File: config.mk
export PLATFORM = sky130hd
export DESIGN_NAME = icache_ctrl
export DESIGN_NICKNAME = d
export VERILOG_FILES = /design/src/rtl/icache_ctrl.sv
export SDC_FILE = /design/constraint.sdc
export NUM_CORES = 2
export LEC_CHECK = 0
export CAP_MARGIN = 20
export CORE_MARGIN = 5
export CORE_UTILIZATION = 63
export DETAILED_ROUTE_END_ITERATION = 16
export GPL_TIMING_DRIVEN = 0
export PLACE_DENSITY_LB_ADDON = 0.08
export SYNTH_ARGS = -nofsm -noshare
export SYNTH_HDL_FRONTEND = slang
export SYNTH_SLANG_ARGS = --single-unit
File: constraint.sdc
create_clock -name clk -period 6.8 [get_ports clk]
set_clock_uncertainty 0.2 [all_clocks]
set_input_delay 1.36 -clock clk [delete_from_list [all_inputs] [get_ports clk]]
set_output_delay 1.36 -clock clk [all_outputs]
set_load 0.1 [all_outputs]
File: src/rtl/icache_ctrl.sv
// Direct-mapped read-only instruction cache controller, 2**IDX_BITS lines of 4x16-bit words.
// Latency: hit returns data the same cycle. Miss returns data one cycle after the 4th memValid.
// Backpressure: stall holds fetch while the line refills. Only one memRd is outstanding, and it is held until memValid.
//
// Ports:
//   clk, rst           clock (rising edge) and synchronous active-low reset
//   rd, addr, inv      fetch request, byte address, invalidate-all
//   dataOut, done      instruction word and its valid strobe
//   stall, hit, err    hold-fetch, serviced-without-refill, misaligned request
//   memRd, memAddr     backing-memory word read request and address (registered)
//   memData, memValid  backing-memory read data and completion strobe
//   hitCnt, missCnt    saturating event counters, only when ICACHE_PERF_CNT_EN is defined
module icache_ctrl #(
  parameter int IDX_BITS = 5
) (
  input  logic        clk,
  input  logic        rst,
  input  logic        rd,
  input  logic [15:0] addr,
  input  logic        inv,
  output logic [15:0] dataOut,
  output logic        done,
  output logic        stall,
  output logic        hit,
  output logic        err,
  output logic        memRd,
  output logic [15:0] memAddr,
  input  logic [15:0] memData,
  input  logic        memValid
`ifdef ICACHE_PERF_CNT_EN
  ,
  output logic [15:0] hitCnt,
  output logic [15:0] missCnt
`endif
);

  localparam int LINES = 1 << IDX_BITS;
  localparam int TAG_W = 13 - IDX_BITS;

  typedef enum logic [1:0] {IDLE, FILL, WRITE} state_t;

  state_t              state_q;
  logic [LINES-1:0]    valid_q;
  logic [TAG_W-1:0]    tag_q   [LINES];
  logic [15:0]         data_q  [LINES][4];
  logic [15:0]         fill_q  [4];
  logic [TAG_W-1:0]    req_tag_q;
  logic [IDX_BITS-1:0] req_idx_q;
  logic [1:0]          req_off_q;
  logic [1:0]          cnt_q;
  logic                inv_pend_q;

  // Address fields of the live fetch request.
  logic [1:0]          a_off;
  logic [IDX_BITS-1:0] a_idx;
  logic [TAG_W-1:0]    a_tag;
  logic                lookup_hit;
  logic                idle_hit;
  logic                idle_miss;

  assign a_off      = addr[2:1];
  assign a_idx      = addr[2+IDX_BITS:3];
  assign a_tag      = addr[15:3+IDX_BITS];
  assign lookup_hit = valid_q[a_idx] && (tag_q[a_idx] == a_tag);
  assign idle_hit   = (state_q == IDLE) && rd && !addr[0] && lookup_hit;
  assign idle_miss  = (state_q == IDLE) && rd && !addr[0] && !lookup_hit;

  // Combinational fetch-side outputs. Everything is forced low while reset is held.
  always_comb begin
    dataOut = '0;
    done    = 1'b0;
    stall   = 1'b0;
    hit     = 1'b0;
    err     = 1'b0;
    if (rst) begin
      case (state_q)
        IDLE: begin
          if (rd) begin
            if (addr[0]) begin
              err = 1'b1;
            end else if (lookup_hit) begin
              hit     = 1'b1;
              done    = 1'b1;
              dataOut = data_q[a_idx][a_off];
            end else begin
              stall = 1'b1;
            end
          end
        end
        FILL:  stall = 1'b1;
        WRITE: begin
          done    = 1'b1;
          dataOut = fill_q[req_off_q];
        end
        default: ;
      endcase
    end
  end

  // Refill FSM. The tag and data arrays have no reset: valid_q alone qualifies them.
  always_ff @(posedge clk) begin
    if (!rst) begin
      state_q    <= IDLE;
      valid_q    <= '0;
      cnt_q      <= '0;
      inv_pend_q <= 1'b0;
      memRd      <= 1'b0;
      memAddr    <= '0;
    end else begin
      case (state_q)
        IDLE: begin
          // The lookup above already used the pre-clear valid bits.
          if (inv) valid_q <= '0;
          if (idle_miss) begin
            req_tag_q <= a_tag;
            req_idx_q <= a_idx;
            req_off_q <= a_off;
            cnt_q     <= '0;
            memRd     <= 1'b1;
            memAddr   <= {a_tag, a_idx, 3'b000};
            state_q   <= FILL;
          end
        end
        FILL: begin
          if (inv) inv_pend_q <= 1'b1;
          if (memRd && memValid) begin
            fill_q[cnt_q] <= memData;
            cnt_q         <= cnt_q + 2'd1;
            if (cnt_q == 2'd3) begin
              memRd   <= 1'b0;
              state_q <= WRITE;
            end else begin
              memAddr <= memAddr + 16'd2;
            end
          end
        end
        WRITE: begin
          for (int w = 0; w < 4; w++) data_q[req_idx_q][w] <= fill_q[w];
          tag_q[req_idx_q] <= req_tag_q;
          // An invalidate seen during the refill wins over the freshly written line.
          if (inv_pend_q || inv) valid_q <= '0;
          else                   valid_q[req_idx_q] <= 1'b1;
          inv_pend_q <= 1'b0;
          state_q    <= IDLE;
        end
        default: state_q <= IDLE;
      endcase
    end
  end

`ifdef ICACHE_PERF_CNT_EN
  logic [15:0] hit_cnt_q;
  logic [15:0] miss_cnt_q;

  always_ff @(posedge clk) begin
    if (!rst) begin
      hit_cnt_q  <= '0;
      miss_cnt_q <= '0;
    end else begin
      if (idle_hit && hit_cnt_q != 16'hFFFF)   hit_cnt_q  <= hit_cnt_q + 16'd1;
      if (idle_miss && miss_cnt_q != 16'hFFFF) miss_cnt_q <= miss_cnt_q + 16'd1;
    end
  end

  assign hitCnt  = hit_cnt_q;
  assign missCnt = miss_cnt_q;
`endif

endmodule

; ---- Yosys cells after proc, flatten, opt, wreduce, memory -nomap -nowiden
; Memories as Yosys holds them, arrays and structs flattened. A register that Yosys moved wholly into a read port is not among the register bits.
; Index checks and enable logic that the tools add are counted.
[totals]
out_inout_bits = 37
ramBits = 2368
rom_bits = 0
latch_bits = 0
register_bits = 69
mem_count = 3
[mem_list]
columns = memory, depth, width, rd, rd_clocked_by_memory_dff, write_ports, line
row1 = data_q, 32, 64, 1, 0, 1, 45  ; logic [15:0] data_q [LINES][4];
row2 = tag_q, 32, 8, 1, 0, 1, 44  ; logic [TAG_W-1:0] tag_q [LINES];
row3 = fill_q, 4, 16, 5, 1, 1, 46  ; logic [15:0] fill_q [4];
[classes]
n_reduce_logical = 20
n_lt_le_gt_ge = 4
n_mul = 0
add_sub_neg = 2
shift = 0
eq_ne = 10
mux = 56
bitwise = 2
div_mod_pow = 0
[op_table]
columns = op, n
row1 = 16-bit two-way mux, 9
row2 = 32-bit two-way mux, 2
row3 = 16-bit case mux with 2 select lines, 2
row4 = 32-bit case mux with 2 select lines, 1
row5 = 16-bit binary-select mux with 2-bit select, 1
row6 = 32-bit OR, 1
row7 = 1-bit two-way mux, 27
row8 = 16-bit by 2-bit adder with 16-bit output (second input constant), 1
row9 = 5-bit by 6-bit less-than comparator with 1-bit output (second input constant), 2
row10 = 2-bit two-way mux, 6
row11 = 2-bit inequality test (second input constant), 6
row12 = 3-bit AND reduction, 3
row13 = 8-bit == test, 1
row14 = 1-bit case mux with 2 select lines, 4
row15 = 2-bit case mux with 2 select lines, 2
row16 = 4-bit AND reduction, 2
row17 = 1-bit logical AND, 6
row18 = 2-bit nonzero test, 3
row19 = 1-bit binary-select mux with 5-bit select, 1
row20 = 1-bit demux with 5-bit select, 1
row21 = 5-bit by 1-bit greater-or-equal comparator with 1-bit output (second input constant), 1
row22 = 2-bit == test (second input constant), 2
row23 = 2-bit AND reduction, 2
row24 = 3-bit greater-or-equal comparator (second input constant), 1
row25 = other kinds (6), 7

; ---- Logic depth before layout (Yosys ltp)
[depth]
word_depth = 9
ltp_mapped = 16
mapped_depth_nobuf = 9

; ---- Worst setup path before layout
; Ideal clock, no wire load.
[synth_path]
kind = in2out
start = input addr[3]
end = output stall
stages = 11
path_buffers = 4
setup_slack_ns = -0.574
required_time_ns = 5.240
t_arrival_ns = 5.814
path_cell_list = buf_6 -> buf_6 -> buf_6 -> mux4_2 -> mux4_2 -> mux2i_1 -> xnor2_1 -> a21oi_1 -> a31o_2 -> buf_2 -> a211oi_1
[synth_via]
elab_chain_len = 8
word_cells_on_any_way = 10
cone_classes = 1 x eq/ne / 7 x mux / 1 x reduce/logical / 1 x memory
[synth_lines]
columns = element, line
row1 = from (decl), 19  ; input logic [15:0] addr,
row2 = memory read 32 x 8 bit / 1-bit binary-select mux with 5-bit select (equally long branches), --
row3 = 8-bit == test / 1-bit two-way mux (equally long branches), 64  ; assign lookup_hit = valid_q[a_idx] && (tag_q[a_idx] == a_tag);
row4 = 1-bit logical AND *, 64
row5 = 1-bit two-way mux *, 81  ; end else if (lookup_hit) begin
row6 = 1-bit two-way mux *, 79  ; if (addr[0]) begin
row7 = 1-bit two-way mux *, 78  ; if (rd) begin
row8 = 1-bit case mux with 2 select lines *, 76  ; case (state_q)
row9 = 1-bit two-way mux *, 75  ; if (rst) begin
row10 = to (decl), 23  ; output logic stall,
; Mark *: on every way between the ends. The rest lies on a longest branch, timed or not. The select of a mux whose other input is x is not followed.

; ---- Worst setup path in the final report
[layout_path]
start = input addr[5]
end = output dataOut[8]
[layout_via]
elab_chain_len = 9
word_cells_on_any_way = 14
cone_classes = 1 x eq/ne / 10 x mux / 1 x reduce/logical / 2 x memory
[layout_lines]
columns = element, line
row1 = memory read 32 x 64 bit, --
row2 = 16-bit binary-select mux with 2-bit select, 84  ; dataOut = data_q[a_idx][a_off];
row3 = 16-bit two-way mux (implied by the code) (2 in a row), 84
row4 = 16-bit two-way mux *, 81
row5 = 16-bit two-way mux *, 79
row6 = 16-bit two-way mux *, 78
row7 = 16-bit case mux with 2 select lines *, 76
row8 = 16-bit two-way mux *, 75
row9 = to (decl), 21  ; output logic [15:0] dataOut,
; Marks and branches as above.

==> run summary <==
Total GRT Usage: 34.8%
Max-cap violations: 0
Cells after Synth: 3,957
Hold_buf cts: 0
Antenna-violating nets left: 0
Congestion Overflow GR: 0
Avg WL per Cell: 41.4 um
Net Switching: 6.42 mW
Power, Total: 30.7 mW
DRC Markers: 0
Design area: 111,000 um^2
Hpwl dp: 172,000 um
Starting Density: 63.4%
Setup crit start: addr[5]
CTS H-tree lvls: 4
Req. time, crit path: 5.24 ns
Critical Path AT: 5.31 ns
Most common cell in the netlist: edfxtp_1
# fillers: 7,729
Ys Warns: 0
CP max-delay cell: clkdlybuf4s50_1
Syn Std Cell Area: 93,700 um^2
Max Slew Vio Count: 0
Final setup violation count: 7
CTS buffer count: 228
Worst-margin pin slew: 1.46 ns
Fraction of layout cells with a size suffix above 1: 33.4%
FF-to-FF path depth: 9
Min Tclk post-route: 6.87 ns
Distinct cells, synth: 62
Seq pwr share: 53.0%
CTS sink cnt: 2,438
Drt first pass iters: 8
Net Sw Frac: 20.9%
RSZ-0062 raised after global routing: true
IO Count: 74
Synth Net Count: 3,999
Routed wire length: 273,000 um
Vias in the first global route: 47.4k
Crit path max-delay family: buffers and inverters
P_leak: 35.0 nW
Vias: 48.2k
Initial antenna violation count: 8
Max Buffers Root-to-Sink: 3
Top FF cell, synth: edfxtp_1
Fin. Hold Viols: 0
Worst Setup EP: dataOut[8]
Clock latency at the later pin of the worst-skew pair: 0.86 ns
Crit. path cell count: 12
First-pass GRT wire length: 374,000 um
Worst setup margin: -0.0734 ns
Largest net degree at the start of global routing: 34
Hold Crit Class: flip-flop to flip-flop
Placed cell areas: 100,000 um^2
Int Pwr: 24.3 mW
Core area: 148,000 um^2
Largest stage delay on the critical path: 0.59 ns
Row count: 141
Critical path, cell by cell: clkdlybuf4s50_1 -> clkbuf_4 -> clkbuf_4 -> clkbuf_8 -> clkbuf_4 -> buf_8 -> clkbuf_4 -> mux4_2 -> mux4_2 -> mux2i_2 -> o21ai_4 -> buf_8
FMAX: 0.145 GHz
Setup Slack @ Placement: -3.20 ns
Root Buffer: clkbuf_16
TritonCTS clock tree: done
Flops & latches, synth: 2,438
Top cell type's share of synthesized area: 76.4%
Slew headroom: 2.41%
Synth cell count leaders: edfxtp_1, mux4_2, clkbuf_1
R2r endpoint: data_q[3][5]
Cell mode on critical path: clkbuf_4
Reg-to-reg critical path startpoint: state_q[1]
Async SR Flop Fraction: 0%
PwrDens: 278 nW/um^2
# port buffers: 72
GP Congestion: 0.852
Nets@finish: 4,506
Fin crit share: 101%
Failing checks: negative setup slack
Synth area leader: edfxtp_1
EDFF count, synth: 2,383
DR iter-0 viols: 8,223
Worst R2R Setup Slack: 1.54 ns
Die X: 396 um
Reg clk slew, reported paths: 0.06 ns
Endpoint class of the critical path: primary output
Die height: 396 um
Critical Path Fanout Max: 10
Combinational power share: 5.1%
Post-DR vias/cell: 7.31
Status: complete, but fails checks
Synth area leaders: edfxtp_1, mux4_2, dfxtp_1, mux2i_1, clkbuf_1
Die area: 157,000 um^2
Maximum vdd drop: 311 uV
Area delta synth->final: 17.9%
Mapped Avg Cell Area: 23.7 um^2
Critical Path Start Type: input pin
Worst path bufs/invs: 8
Clock network fraction of total power: 41.9%
Seq/Total Area, Yosys: 77.5%
Worst setup path class: input pin to primary output
[cells by family after synthesis]
family	after synthesis	share of synthesized area, %
multiplexers	803	18.3
flip-flops	2438	77.5
XOR/XNOR	4	0.0374
buffers and inverters	228	1.17
AO/OA/AOI/OAI	176	1.30
adder cells (fa/ha/maj)	5	0.0668
AND/OR/NAND/NOR	302	1.58
other	1	0.00400
[power groups by stage]
stage / clock (mW) / sequential (mW) / combinational (mW)
2_1_floorplan: 0 / 16.6 / 0.811
3_3_place_gp: 0 / 16.6 / 1.33
3_5_place_dp: 0 / 16.6 / 1.37
4_1_cts: 12.9 / 16.3 / 1.50
5_1_grt: 13.6 / 16.3 / 1.60
6_report: 12.9 / 16.3 / 1.56
[cells in the final DEF (no fill, tap or decap), types with 28 or more instances in the layout]
cell and n:
a21oi_1 39, a22oi_1 56, buf_12 145, buf_16 55
buf_8 50, clkbuf_1 79, clkbuf_16 245, clkbuf_4 30
clkdlybuf4s50_1 52, clkinv_1 48, clkinv_2 52, dfxtp_1 55
edfxtp_1 2383, mux2i_1 47, mux4_2 727, nand2_1 71
nand3_1 28, nor2_1 71, nor2_4 33
[state kept, by name (all words and copies together) (netlist names), named ones only]
signal      count
req_tag_q       8
cnt_q           2
data_q       2048
tag_q         256
req_off_q       2
req_idx_q       5
memRd           1
state_q         2
fill_q         64
memAddr        15
inv_pend_q      1
valid_q        32
[per-stage QoR]
stage          TNS (ns)  instances  hold slack, ns  utilization [%]
2_1_floorplan         0       3957           0.249                -
3_3_place_gp          -       5959           0.252             65.5
3_5_place_dp     -55.34       6118           0.278             67.9
4_1_cts               0       6563           0.286             74.1
5_1_grt         -0.0881       6590           0.305             74.8
6_report         -0.228       6591           0.286             74.8
[worst register-to-register path, stage by stage (launching register included)]
cell and delay (ns):
dfxtp_1 0.47, nand2_1 0.16, nor2_1 0.55, clkbuf_1 0.82, nand3_1 0.85, nor2_4 0.90
buf_12 0.30, buf_12 0.23, buf_12 0.24, buf_16 0.21
[worst min-delay path by stage]
stage	endpoint	depth (start not counted)	slack (ns)	startpoint
6_report	memAddr[15]	2	0.29	memAddr[15]
5_1_grt	memAddr[15]	2	0.31	memAddr[15]
4_1_cts	memAddr[15]	2	0.29	memAddr[15]
3_5_place_dp	flip-flop	1	0.28	req_off_q[0]
3_3_place_gp	flip-flop	1	0.25	req_off_q[1]
2_1_floorplan	flip-flop	1	0.25	req_off_q[0]
[metal layers]
layer	GRT usage [%]	part of all wire [%]	up-vias
met5	0	0.0088	-
met4	13.5	4.7	4
met3	9.43	13	663
met1	48.3	34	25300
met2	54.4	48	4130
li1	-	-	18100
[area by class of cell]
cell class,count,area (um^2),share of cell area [%]
antenna,1,2.50,0.00226
buffer,216,2420,2.19
clock buffer,284,6130,5.55
clock inverter,142,1370,1.24
inverter,11,41.3,0.0374
multi-input combinational,1291,20500,18.6
sequential,2438,72700,65.7
tap,1930,2410,2.19
timing repair buffer,278,4940,4.47
[repair_timing]
item                                    4_1_cts  5_1_grt
cloned                                        3        0
endpoints found under the setup margin       19       19
pin swaps                                     7        2
buffers inserted                             16        2
gates resized for setup                     556       66
Power figures use the tool's default switching activity.
